==> src/rtl/bp_update_ctrl.sv <==
`default_nettype none
// ============================================================================
// Module   : bp_update_ctrl
// Purpose  : gshare/bimodal branch-predictor update controller with in-flight FIFO
//            (gshare history enabled by defining BP_GHR_EN)
// Revision : 1.0
// ============================================================================
module bp_update_ctrl #(
    parameter int INDEX_WIDTH = 12,
    parameter int DEPTH       = 4
) (
    input  logic                   clk_i,
    input  logic                   rst_i,
    input  logic                   pred_valid_i,
    input  logic [31:0]            pred_pc_i,
    input  logic                   pred_taken_i,
    output logic                   pred_ready_o,
    output logic [INDEX_WIDTH-1:0] rd_index_o,
    input  logic                   res_valid_i,
    input  logic                   res_taken_i,
    output logic                   update_en_o,
    output logic [INDEX_WIDTH-1:0] update_index_o,
    output logic                   br_taken_o,
    output logic                   mispredict_o,
    output logic                   empty_o,
    output logic                   full_o
);

    localparam int c_PTR_W = $clog2(DEPTH);
    localparam int c_CNT_W = c_PTR_W + 1;

    logic [c_CNT_W-1:0]     count_q, count_d;
    logic [c_PTR_W-1:0]     wr_ptr_q, wr_ptr_d;
    logic [c_PTR_W-1:0]     rd_ptr_q, rd_ptr_d;
    logic [INDEX_WIDTH-1:0] idx_mem_q [DEPTH];
    logic [DEPTH-1:0]       pred_mem_q;

    logic                   upd_en_q;
    logic [INDEX_WIDTH-1:0] upd_idx_q;
    logic                   br_taken_q;
    logic                   mispred_q;

    logic                   w_push;
    logic                   w_pop;
    logic                   w_mis;
    logic [INDEX_WIDTH-1:0] w_pc_idx;
    logic                   w_unused_pc;

    assign w_pc_idx    = pred_pc_i[INDEX_WIDTH+1:2];
    assign w_unused_pc = ^{pred_pc_i[31:INDEX_WIDTH+2], pred_pc_i[1:0]};

    assign empty_o = (count_q == '0);
    assign full_o  = (count_q == c_CNT_W'(DEPTH));

    assign w_pop = res_valid_i && !empty_o;
    assign w_mis = w_pop && (res_taken_i != pred_mem_q[rd_ptr_q]);

    // A correct pop frees a slot this cycle, so a full FIFO may still accept a push.
    assign pred_ready_o = (!full_o || w_pop) && !w_mis;
    assign w_push       = pred_valid_i && pred_ready_o;

`ifdef BP_GHR_EN
    logic [INDEX_WIDTH-1:0] spec_ghr_q, spec_ghr_d;
    logic [INDEX_WIDTH-1:0] arch_ghr_q, arch_ghr_d;

    assign rd_index_o = w_pc_idx ^ spec_ghr_q;

    always_comb begin
        arch_ghr_d = arch_ghr_q;
        spec_ghr_d = spec_ghr_q;
        if (w_pop) begin
            arch_ghr_d = {arch_ghr_q[INDEX_WIDTH-2:0], res_taken_i};
        end
        if (w_mis) begin
            spec_ghr_d = arch_ghr_d;
        end else if (w_push) begin
            spec_ghr_d = {spec_ghr_q[INDEX_WIDTH-2:0], pred_taken_i};
        end
    end

    always_ff @(posedge clk_i or negedge rst_i) begin
        if (!rst_i) begin
            spec_ghr_q <= '0;
            arch_ghr_q <= '0;
        end else begin
            spec_ghr_q <= spec_ghr_d;
            arch_ghr_q <= arch_ghr_d;
        end
    end
`else
    assign rd_index_o = w_pc_idx;
`endif

    always_comb begin
        wr_ptr_d = wr_ptr_q;
        rd_ptr_d = rd_ptr_q;
        count_d  = count_q;
        if (w_mis) begin
            // Flush: any push this cycle was already blocked via pred_ready_o.
            rd_ptr_d = wr_ptr_q;
            count_d  = '0;
        end else begin
            if (w_push) begin
                wr_ptr_d = wr_ptr_q + c_PTR_W'(1);
            end
            if (w_pop) begin
                rd_ptr_d = rd_ptr_q + c_PTR_W'(1);
            end
            count_d = count_q + c_CNT_W'(w_push) - c_CNT_W'(w_pop);
        end
    end

    always_ff @(posedge clk_i or negedge rst_i) begin
        if (!rst_i) begin
            count_q    <= '0;
            wr_ptr_q   <= '0;
            rd_ptr_q   <= '0;
            upd_en_q   <= 1'b0;
            upd_idx_q  <= '0;
            br_taken_q <= 1'b0;
            mispred_q  <= 1'b0;
        end else begin
            count_q   <= count_d;
            wr_ptr_q  <= wr_ptr_d;
            rd_ptr_q  <= rd_ptr_d;
            upd_en_q  <= w_pop;
            mispred_q <= w_mis;
            if (w_pop) begin
                upd_idx_q  <= idx_mem_q[rd_ptr_q];
                br_taken_q <= res_taken_i;
            end
        end
    end

    always_ff @(posedge clk_i) begin
        if (w_push) begin
            idx_mem_q[wr_ptr_q]  <= rd_index_o;
            pred_mem_q[wr_ptr_q] <= pred_taken_i;
        end
    end

    assign update_en_o    = upd_en_q;
    assign update_index_o = upd_idx_q;
    assign br_taken_o     = br_taken_q;
    assign mispredict_o   = mispred_q;

endmodule
`default_nettype wire

==> config.mk <==
export PLATFORM = sky130hd
export DESIGN_NAME = bp_update_ctrl
export DESIGN_NICKNAME = d
export VERILOG_FILES = /design/src/rtl/bp_update_ctrl.sv
export SDC_FILE = /design/constraint.sdc
export NUM_CORES = 1
export LEC_CHECK = 0
export BUFFER_PORTS_ARGS = -buffer_cell sky130_fd_sc_hd__buf_4
export CAP_MARGIN = 20
export CORE_ASPECT_RATIO = 0.9
export CORE_MARGIN = 2
export CORE_UTILIZATION = 50
export DETAILED_ROUTE_END_ITERATION = 10
export PLACE_DENSITY = 0.75
export SLEW_MARGIN = 30
export SYNTH_ARGS = -nofsm -noshare
export SYNTH_HDL_FRONTEND = slang
export SYNTH_SLANG_ARGS = --single-unit
export TNS_END_PERCENT = 5
==> constraint.sdc <==
create_clock -name clk_i -period 3.4 [get_ports clk_i]
set_input_delay 0.68 -clock clk_i [delete_from_list [all_inputs] [get_ports clk_i]]
set_output_delay 0.68 -clock clk_i [all_outputs]
set_load 0.1 [all_outputs]
==> flow_summary.yaml <==
synth:
  post_synthesis_instance_total: 187
  post-synth-top-area-cell: "sky130_fd_sc_hd__edfxtp_1"
  synthMostInstantiatedCell: "sky130_fd_sc_hd__edfxtp_1"
  synth.avg_cell_area_um2: 16.25
  syn_nets: 232
  synth.top_cell.area_share: 0.5138
  synth-seq-area-share: 0.6949
  netlist_top_cells_count: "sky130_fd_sc_hd__edfxtp_1 (52), sky130_fd_sc_hd__nand2_1 (41), sky130_fd_sc_hd__dfrtp_1 (22)"
  synth_edf_count: 52
  ffs_w_async_s_r_synth: 0.2973
  synth_top_cells_by_area: "sky130_fd_sc_hd__edfxtp_1 (51%), sky130_fd_sc_hd__dfrtp_1 (18%), sky130_fd_sc_hd__mux4_1 (5.2%)"
  syn-cell-area_um2: 3039
  ys.warnings.count: 0
  postSynthRegisterBits: 74
  postSynth.topFlopCell: "sky130_fd_sc_hd__edfxtp_1"
  synth.distinct_cells: 32
clock_tree:
  clock_buffer_count_from_cts: 9
  clk_transition_reported_paths_ns: 0.07
  clock_sinks: 74
  cts_hold_repair.buffers: 0
  cts.repair.resized: 0
  cts_post_setup_buffers_inserted: 0
  h_tree_level_count: 3
  clk-insertion-delay-late_ns: 0.34
  cts_root_buffer: "sky130_fd_sc_hd__clkbuf_8"
  cts-root-to-sink-buffers: 2
  cts_tree: "built"
global_route:
  gr-usage-all-layers: 0.1653
  grt_pass1_wl_um: 7962
  grt_pass1_vias: 1542
  global_route.overflow_total: 0
  antenna_found_initial: 0
  grt_start_max_net_pins: 23
outcome:
  status: "finished clean"
cells_and_area:
  drive_gt1_frac: 0.3333
  diodes: 0
  syn_to_final_growth_pct: 19.06
  postLayoutCoreUtil: 0.6249
  finish.net_count: 274
die:
  io_pins: 68
  die_width_um: 86.18
  placement_rows: 26
  design.die.area_um2: 6719
  die_y_um: 77.96
  starting_density_of_the_core: 0.5248
  core_area_um2: 5791
timing:
  finClkSkew_ns: 0.005082
  final.setup.tns_ns: 0
  hold_viol: 0
  setup_violations: 0
  worst_pin_slew_ns: 0.7590
  post-route-period-util: 0.8774
  max_clock_freq_mhz: 335.2
  rsz_0062_raised_after_global_routing: "false"
  maxSlewViolCount: 0
  period_needed_ns: 2.983
  worst_slew_margin_rel: 0.4940
critical_path:
  critPathKind: "register to register"
  reg2regPathDepth: 12
  crit_slowest_cell: "sky130_fd_sc_hd__mux4_2"
  setup.reg_to_reg.worst_slack_ns: 0.42
  required_ns: 3.62
  path_delay_family: "adder cells"
  critPathCaptureType: "register"
  critical_path_cell_count: 12
  critical-path-max-stage-delay_ns: 0.50
  crit-reg2reg-launch: "pred_mem_q[2]$_DFFE_PP_"
  regToRegEndpoint: "count_q[2]$_DFF_PN0_"
  critical_path_peak_fanout: 7
  path_common_cell: "sky130_fd_sc_hd__inv_1"
  worstSetupStartpointType: "register"
  arrival_ns: 3.21
  path_cells: "mux4_2 > xor2_2 > a211oi_4 > inv_1 > ha_1 > inv_1 > ha_1 > inv_1 > fa_1 > xor2_1 > xnor2_1 > nor2_1"
  total_buffers_and_inverters_traversed_by_the_critical_path: 3
place:
  place.detailed.hpwl_um: 3086
  gp_congestion: 0.7001
  io_buffers: 47
route:
  detail_route.wirelength_um: 5006
  drc: 0
  detailedRoute.firstPassIterationCount: 4
  drt-initial-drc-count: 80
  routed_via_density: 5.115
  avgRoutedWirePerCell_um: 16.47
  via_count: 1555
  final_antenna_net_count: 0
run:
  max_cap_viol_count: 0
min_path:
  worstHoldPathType: "input pin to async pin"
## cells by family after synthesis
group | after synthesis | share of synthesized area
buffers and inverters | 26 | 0.05022
adders and majority gates | 7 | 0.03129
AOI/OAI and AO/OA | 5 | 0.01605
and+or+nand+nor | 55 | 0.07905
DFF | 74 | 0.6949
muxes | 14 | 0.1087
xor gates and xnor gates | 6 | 0.01977
## cell usage in the layout, fill, tap and decap left out
| cell | netlist | final |
|---|---|---|
| sky130_fd_sc_hd__clkbuf_8 | 0 | 9 |
| sky130_fd_sc_hd__fa_1 | 1 | 1 |
| sky130_fd_sc_hd__and2_0 | 1 | 1 |
| sky130_fd_sc_hd__mux4_1 | 6 | 6 |
| sky130_fd_sc_hd__nand2b_1 | 1 | 1 |
| sky130_fd_sc_hd__nor3_1 | 1 | 1 |
| sky130_fd_sc_hd__a221o_1 | 1 | 1 |
| sky130_fd_sc_hd__o21ai_0 | 1 | 1 |
| sky130_fd_sc_hd__nor3b_4 | 0 | 1 |
| sky130_fd_sc_hd__inv_1 | 6 | 6 |
| sky130_fd_sc_hd__a21oi_4 | 0 | 1 |
| sky130_fd_sc_hd__dfrtp_1 | 22 | 22 |
| sky130_fd_sc_hd__nand2_1 | 41 | 41 |
| sky130_fd_sc_hd__ha_1 | 6 | 6 |
| sky130_fd_sc_hd__clkinvlp_4 | 0 | 1 |
| sky130_fd_sc_hd__mux2_4 | 1 | 1 |
| sky130_fd_sc_hd__nand3_1 | 1 | 1 |
| sky130_fd_sc_hd__a211oi_4 | 1 | 1 |
| sky130_fd_sc_hd__clkinv_2 | 0 | 2 |
| sky130_fd_sc_hd__xor2_2 | 1 | 1 |
| sky130_fd_sc_hd__clkbuf_1 | 4 | 1 |
| sky130_fd_sc_hd__nor2b_1 | 1 | 1 |
| sky130_fd_sc_hd__nor2_1 | 2 | 2 |
| sky130_fd_sc_hd__bufinv_16 | 0 | 2 |
| sky130_fd_sc_hd__nor3_4 | 0 | 1 |
| sky130_fd_sc_hd__xor2_1 | 2 | 2 |
| sky130_fd_sc_hd__and2_1 | 4 | 4 |
| sky130_fd_sc_hd__o311ai_0 | 1 | 1 |
| sky130_fd_sc_hd__clkinv_4 | 0 | 1 |
| sky130_fd_sc_hd__edfxtp_1 | 52 | 52 |
| sky130_fd_sc_hd__xnor2_1 | 3 | 3 |
| sky130_fd_sc_hd__clkinv_1 | 1 | 1 |
| sky130_fd_sc_hd__mux4_2 | 7 | 7 |
| sky130_fd_sc_hd__buf_4 | 12 | 50 |
| sky130_fd_sc_hd__and2b_1 | 1 | 1 |
## layout make-up
type	count	area, um2
clock buffers	10	127.6
clock inverters	6	81.33
fillers	443	2172
inverters	7	31.28
multi-input cells	87	803.3
flip-flops and latches	74	2112
well taps	70	87.58
repair buffers	50	375.4
## sequential cells by signal, summed over array words and instances (netlist names)
register,cells
update_en_o,1
idx_mem_q,48
pred_mem_q,4
wr_ptr_q,2
mispredict_o,1
br_taken_o,1
count_q,3
rd_ptr_q,2
update_index_o,12
## stage by stage
stage                     setup WS (ns)  cell area, um2  cells  hold WS (ns)
after global placement           0.3866            3410    288        0.4612
after CTS                        0.4015            3618    304        0.2192
after floorplan                 0.03206            3075    187        0.3844
after global routing             0.2213            3618    304        0.2252
after detailed placement         0.3704            3410    288        0.4635
final                            0.4170            3618    304        0.2216
## routing by layer
metal / vias up / GRT usage / share of wire
li1: 745 / - / -
met1: 758 / 0.2053 / 0.43
met2: 50 / 0.2667 / 0.51
met3: 2 / 0.06702 / 0.057
met4: 0 / 0.05156 / 0.0068
met5: - / 0 / 0
## worst max-delay path by stage
stage | start | end | slack [ns]
after global placement | res_valid_i | count_q[2]$_DFF_PN0_ | 0.39
after floorplan | count_q[0]$_DFF_PN0_ | count_q[2]$_DFF_PN0_ | 0.03
after global routing | rd_ptr_q[0]$_DFFE_PN0P_ | count_q[2]$_DFF_PN0_ | 0.22
after detailed placement | res_valid_i | count_q[2]$_DFF_PN0_ | 0.37
final | pred_mem_q[2]$_DFFE_PP_ | count_q[2]$_DFF_PN0_ | 0.42
after CTS | pred_mem_q[2]$_DFFE_PP_ | count_q[2]$_DFF_PN0_ | 0.40
## worst reg2reg max path, stage by stage (launching register included)
cell and delay, ns:
sky130_fd_sc_hd__edfxtp_1 0.42, sky130_fd_sc_hd__mux4_2 0.50, sky130_fd_sc_hd__xor2_2 0.22, sky130_fd_sc_hd__a211oi_4 0.42
sky130_fd_sc_hd__inv_1 0.08, sky130_fd_sc_hd__ha_1 0.27, sky130_fd_sc_hd__inv_1 0.05, sky130_fd_sc_hd__ha_1 0.13
sky130_fd_sc_hd__inv_1 0.05, sky130_fd_sc_hd__fa_1 0.36, sky130_fd_sc_hd__xor2_1 0.17, sky130_fd_sc_hd__xnor2_1 0.13
sky130_fd_sc_hd__nor2_1 0.05
Power is not shown: default switching activity piles up to over one toggle a cycle in this logic, so the estimate is an artifact.
